[src/rtl/calc_pkg.sv]
// Shared calculator definitions: keypad scan state encoding, widths and the
// active-low one-hot column/digit-common select used by keypad and FND drive.
package calc_pkg;

  localparam int KEY_W = 4;
  localparam int ROW_W = 4;
  localparam int COL_W = 4;
  localparam int IDX_W = 2;

  typedef enum logic [1:0] {
    IDLE     = 2'd0,
    DEBOUNCE = 2'd1,
    PRESSED  = 2'd2,
    RELEASE  = 2'd3
  } scan_state_e;

  function automatic logic [COL_W-1:0] COL_SEL(input logic [IDX_W-1:0] idx);
    COL_SEL = ~(COL_W'(1) << idx);
  endfunction

endpackage

[src/rtl/clk_div.sv]
// Free-running divider producing a one-cycle tick every REF_CNT clocks.
module clk_div #(
  parameter int REF_CNT = 100_000
) (
  input  logic clk_i,
  input  logic rst_i,
  output logic tick_o
);

  localparam int CW = (REF_CNT > 1) ? $clog2(REF_CNT) : 1;

  logic [CW-1:0] cnt_q, cnt_d;

  always_comb begin
    tick_o = (cnt_q == CW'(REF_CNT - 1));
    cnt_d  = tick_o ? '0 : cnt_q + 1'b1;
  end

  always_ff @(posedge clk_i) begin
    if (rst_i) cnt_q <= '0;
    else       cnt_q <= cnt_d;
  end

endmodule

[src/rtl/keypad_scan.sv]
// 4x4 matrix keypad scanner: strobes columns, synchronises rows and debounces
// one key at a time into a valid pulse plus a held level.
module keypad_scan
  import calc_pkg::*;
#(
  parameter int SCAN_CNT       = 100_000,
  parameter int DEBOUNCE_SCANS = 4
) (
  input  logic             clk,
  input  logic             rst,
  input  logic [ROW_W-1:0] row_n,
  output logic [COL_W-1:0] col_n,
  output logic [KEY_W-1:0] key_code,
  output logic             key_valid,
  output logic             key_held
);

  localparam logic [7:0] DS = 8'(DEBOUNCE_SCANS);

  logic             tick;
  logic [ROW_W-1:0] row_meta_q, row_s_q;
  scan_state_e      state_q, state_d;
  logic [IDX_W-1:0] col_idx_q, col_idx_d;
  logic [IDX_W-1:0] cand_q, cand_d;
  logic [7:0]       stab_q, stab_d;
  logic [7:0]       rel_q, rel_d;
  logic [KEY_W-1:0] code_q, code_d;
  logic             valid_q, valid_d;
  logic             held_q, held_d;
  logic             hit;
  logic [IDX_W-1:0] row_idx;

  clk_div #(.REF_CNT(SCAN_CNT)) u_div (
    .clk_i  (clk),
    .rst_i  (rst),
    .tick_o (tick)
  );

  // Rows idle high, so the synchroniser resets to "no key" rather than zero.
  always_ff @(posedge clk) begin
    if (rst) begin
      row_meta_q <= '1;
      row_s_q    <= '1;
    end else begin
      row_meta_q <= row_n;
      row_s_q    <= row_meta_q;
    end
  end

  always_comb begin
    hit     = |(~row_s_q);
    row_idx = '0;
    for (int i = ROW_W - 1; i >= 0; i--) begin
      if (!row_s_q[i]) row_idx = IDX_W'(i);
    end
  end

  always_comb begin
    state_d   = state_q;
    col_idx_d = col_idx_q;
    cand_d    = cand_q;
    stab_d    = stab_q;
    rel_d     = rel_q;
    code_d    = code_q;
    valid_d   = 1'b0;
    held_d    = held_q;
    if (tick) begin
      unique case (state_q)
        IDLE: begin
          if (hit) begin
            cand_d = row_idx;
            stab_d = 8'd1;
            if (DS == 8'd1) begin
              code_d  = {row_idx, col_idx_q};
              valid_d = 1'b1;
              held_d  = 1'b1;
              stab_d  = '0;
              state_d = PRESSED;
            end else begin
              state_d = DEBOUNCE;
            end
          end else begin
            col_idx_d = col_idx_q + 2'd1;
          end
        end
        DEBOUNCE: begin
          if (hit && row_idx == cand_q) begin
            stab_d = stab_q + 8'd1;
            if (stab_q + 8'd1 == DS) begin
              code_d  = {cand_q, col_idx_q};
              valid_d = 1'b1;
              held_d  = 1'b1;
              stab_d  = '0;
              state_d = PRESSED;
            end
          end else begin
            stab_d    = '0;
            col_idx_d = col_idx_q + 2'd1;
            state_d   = IDLE;
          end
        end
        PRESSED: begin
          if (!hit) begin
            rel_d = 8'd1;
            if (DS == 8'd1) begin
              rel_d     = '0;
              held_d    = 1'b0;
              col_idx_d = col_idx_q + 2'd1;
              state_d   = IDLE;
            end else begin
              state_d = RELEASE;
            end
          end
        end
        RELEASE: begin
          if (hit) begin
            rel_d   = '0;
            state_d = PRESSED;
          end else begin
            rel_d = rel_q + 8'd1;
            if (rel_q + 8'd1 == DS) begin
              rel_d     = '0;
              held_d    = 1'b0;
              col_idx_d = col_idx_q + 2'd1;
              state_d   = IDLE;
            end
          end
        end
        default: state_d = IDLE;
      endcase
    end
  end

  always_ff @(posedge clk) begin
    if (rst) begin
      state_q   <= IDLE;
      col_idx_q <= '0;
      cand_q    <= '0;
      stab_q    <= '0;
      rel_q     <= '0;
      code_q    <= '0;
      valid_q   <= 1'b0;
      held_q    <= 1'b0;
    end else begin
      state_q   <= state_d;
      col_idx_q <= col_idx_d;
      cand_q    <= cand_d;
      stab_q    <= stab_d;
      rel_q     <= rel_d;
      code_q    <= code_d;
      valid_q   <= valid_d;
      held_q    <= held_d;
    end
  end

  assign col_n     = COL_SEL(col_idx_q);
  assign key_code  = code_q;
  assign key_valid = valid_q;
  assign key_held  = held_q;

endmodule

[config.mk]
export PLATFORM = sky130hd
export DESIGN_NAME = keypad_scan
export DESIGN_NICKNAME = d
export VERILOG_FILES = /design/src/rtl/calc_pkg.sv /design/src/rtl/clk_div.sv /design/src/rtl/keypad_scan.sv
export SDC_FILE = /design/constraint.sdc
export NUM_CORES = 1
export LEC_CHECK = 0
export CORE_ASPECT_RATIO = 1.5
export CORE_MARGIN = 2
export CORE_UTILIZATION = 55
export DETAILED_ROUTE_END_ITERATION = 6
export PLACE_DENSITY = 0.86
export SKIP_CTS_REPAIR_TIMING = 1
export SLEW_MARGIN = 40
export SYNTH_ARGS = -nofsm -noshare
export SYNTH_HDL_FRONTEND = slang
export SYNTH_SLANG_ARGS = --single-unit
[constraint.sdc]
create_clock -name clk -period 5.06 [get_ports clk]
set_input_delay 0.506 -clock clk [delete_from_list [all_inputs] [get_ports clk]]
set_output_delay 0.506 -clock clk [all_outputs]
set_load 0.005 [all_outputs]
==> results.py <==
metrics = {
    "outcome": {
        "status": "finished, final reports clean",
    },
    "critical_path": {
        "cpPeakStageDelay_ns": 0.38,
        "worstPathArrival_ns": 2.34,
        "crit_type": "register to register",
        "critPathBufInv": 0,
        "path_cells": "ha_1 > and4_1 > nand2_1 > or3_1 > a2111oi_0 > a21oi_1 > nor3_1",
        "critPathTopFamily": "simple AND/OR/NAND/NOR gates",
        "crit_required_ns": 5.30,
        "cp-start-kind": "register",
        "worst_setup_path_end_kind": "register",
        "crit_slowest_cell": "or3_1",
        "worstPathMaxFanout": 4,
    },
    "yosys": {
        "async_flop_share": 0,
        "ys.flop_type": "dfxtp_1",
        "synth_warnings": 0,
        "yosys_register_bits": 53,
        "syn_area_mm2": 0.002576,
        "synth_fp_nets": 318,
        "synthDominantCellAreaShare": 0.4119,
        "synth_cell_types": 49,
        "yosysMostFrequentCell": "dfxtp_1",
        "synth_cells": 304,
        "avgSynthCellArea_um2": 8.474,
        "ys_seq_area_frac": 0.4119,
        "synth_xor_xnor_area_share": 0.06459,
        "yosysTopAreaCell": "dfxtp_1",
        "synth_compound_area_frac": 0.1146,
        "ys_top_cells_by_count": "dfxtp_1, nor2_1, nand2_1",
        "synth_area_leaders": "dfxtp_1, nor2_1, a21oi_1",
        "synth_mux_area_frac": 0.01214,
        "synthAdderAreaFrac": 0.03885,
        "synth_top_family_by_area": "simple AND/OR/NAND/NOR gates",
        "synth-edff-count": 0,
        "yosys.area_share.simple": 0.3230,
    },
    "grt": {
        "grt_use_total": 0.2116,
        "gr-usage-met1": 0.2116,
        "use_met2": 0.3943,
        "grt_max_degree": 39,
        "met3_usage": 0.04136,
        "grt_pass1_wl_mm": 8.542,
        "busiest_layer": "met2",
        "grt_pass1_vias": 2032,
        "overflow": 0,
        "antenna_found_initial": 0,
    },
    "power": {
        "p_leak_uw": 0.001073,
        "power.density_mw_per_mm2": 270.9,
        "ir_drop_mv": 0.2399,
    },
    "routing": {
        "wl_per_cell_um": 13.49,
        "drtPass1Iterations": 4,
        "num_vias": 2116,
        "drt_iter0_markers": 64,
        "vias_per_cell": 5.766,
        "ant_nets": 0,
        "drc": 0,
        "drt_wl_total_mm": 4.952,
    },
    "timing": {
        "slew_violations": 0,
        "fin_skew_ns": 0.007415,
        "fin_setup_tns_ns": 0,
        "relSlewSlack": 0.5865,
        "worst_pin_slew_ns": 0.6161,
        "hold_ws_ns": 0.4159,
        "period_share": 0.4138,
        "grt_setup_unrepaired": "false",
        "min_period_ns": 2.094,
        "setup_viol": 0,
        "fmax_mhz": 477.6,
        "hold_violations": 0,
    },
    "cts": {
        "clock-sinks": 53,
        "cts-root-buf": "clkbuf_8",
        "clk_pin_slew_ns": 0.09,
        "cts_tree": "built",
        "clock_path_buffers": 2,
        "htree_levels": 2,
        "clkLatencyLatePin_ns": 0.31,
        "numCtsBuffers": 5,
    },
    "final_layout": {
        "insertedDiodeCount": 0,
        "final_nets": 332,
        "fillCellCount": 386,
        "layout-drive-gt1-share": 0.08777,
        "design_area_mm2": 0.002887,
        "area_delta_synth_final_pct": 12.04,
        "postLayoutCoreUtil": 0.6408,
    },
    "placement": {
        "io_buffer_count": 15,
        "routabilityCongestion": 0.8455,
        "placed_area_mm2": 0.002753,
        "place_hpwl_mm": 3.613,
    },
    "floorplan": {
        "num_rows": 30,
        "placeableCoreArea_mm2": 0.004504,
        "dieHeight_um": 87.82,
        "die_w_um": 59.88,
        "start_util": 0.5719,
        "design.portCount": 16,
        "die-area_mm2": 0.005259,
    },
    "job": {
        "drv_cap": 0,
    },
    "min_path": {
        "hold_path.class": "register to register",
    },
}
[sequential cells by signal, indices dropped and copies added (netlist names)]
name	cells
row_s_q	4
key_held	1
key_valid	1
state_q	2
u_div.cnt_q	17
rel_q	8
stab_q	8
cand_q	2
col_idx_q	2
row_meta_q	4
key_code	4
[final cells by class]
type | count | area [um^2] | share of cell area
inverter | 13 | 48.80 | 0.01691
clock inverter | 3 | 65.06 | 0.02254
sequential | 53 | 1061 | 0.3676
clock buffer | 5 | 68.82 | 0.02384
tap | 48 | 60.06 | 0.02081
multi-input combinational | 229 | 1425 | 0.4937
timing repair buffer | 16 | 157.7 | 0.05462
[report_power, final]
group / internal, uW / leakage [uW] / switching (uW)
clock: 196 / 0.0000681 / 135
combinational: 10.9 / 0.000576 / 14.5
sequential: 422 / 0.000429 / 3.37
total: 629 / 0.00107 / 153
[final timing paths]
kind	endpoint	cells after the start	slack, ns	start
worst max-delay path	key_held	7	2.97	u_div.cnt_q[0]
worst min-delay path	row_s_q[2]	1	0.42	row_meta_q[2]
worst max register to register	key_held	7	2.97	u_div.cnt_q[0]
worst min register to register	row_s_q[2]	1	0.42	row_meta_q[2]
[layout by cell type, fill, tap and decap left out, drive strengths merged, types with 3 or more instances in the layout]
master	count
ha	8
nor2	40
clkbuf	5
nand3b	7
a21oi	24
nand2b	3
xor2	9
nor2b	4
nand4	9
clkdlybuf4s50	15
and3	6
inv	13
nor3	11
dfxtp	53
or2	8
o21ai	12
xnor2	10
nand2	27
and2	4
nand3	19
[cell families (layout without fill, tap and decap cells)]
logic type / Yosys count / count (layout)
multiplexers: 3 / 3
buffers and inverters: 22 / 37
adder cells (fa/ha/maj): 8 / 8
AND/OR/NAND/NOR: 149 / 149
flip-flops: 53 / 53
XOR/XNOR: 19 / 19
AO/OA/AOI/OAI: 50 / 50
[metrics by stage]
| step | setup slack (ns) | power (uW) | cells |
|---|---|---|---|
| after floorplan | 3.149 | 452.2 | 304 |
| after global placement | 2.969 | 459.8 | 359 |
| after detailed placement | 2.903 | 460.6 | 359 |
| after CTS | 2.980 | 789.9 | 367 |
| after global routing | 2.780 | 811.1 | 367 |
| final | 2.966 | 782.0 | 367 |
[worst reg2reg max path, stage by stage, from the launching register on]
cell and delay, ns:
dfxtp_1 0.36, ha_1 0.20, and4_1 0.28, nand2_1 0.13
or3_1 0.38, a2111oi_0 0.38, a21oi_1 0.13, nor3_1 0.17
[layer usage]
layer | up-vias | wire length, um
met3 | 15 | 149
met5 | - | 0
met1 | 975 | 1993
li1 | 1085 | -
met4 | 0 | 153
met2 | 41 | 2656
No activity file was read; power rests on OpenSTA's default activity.
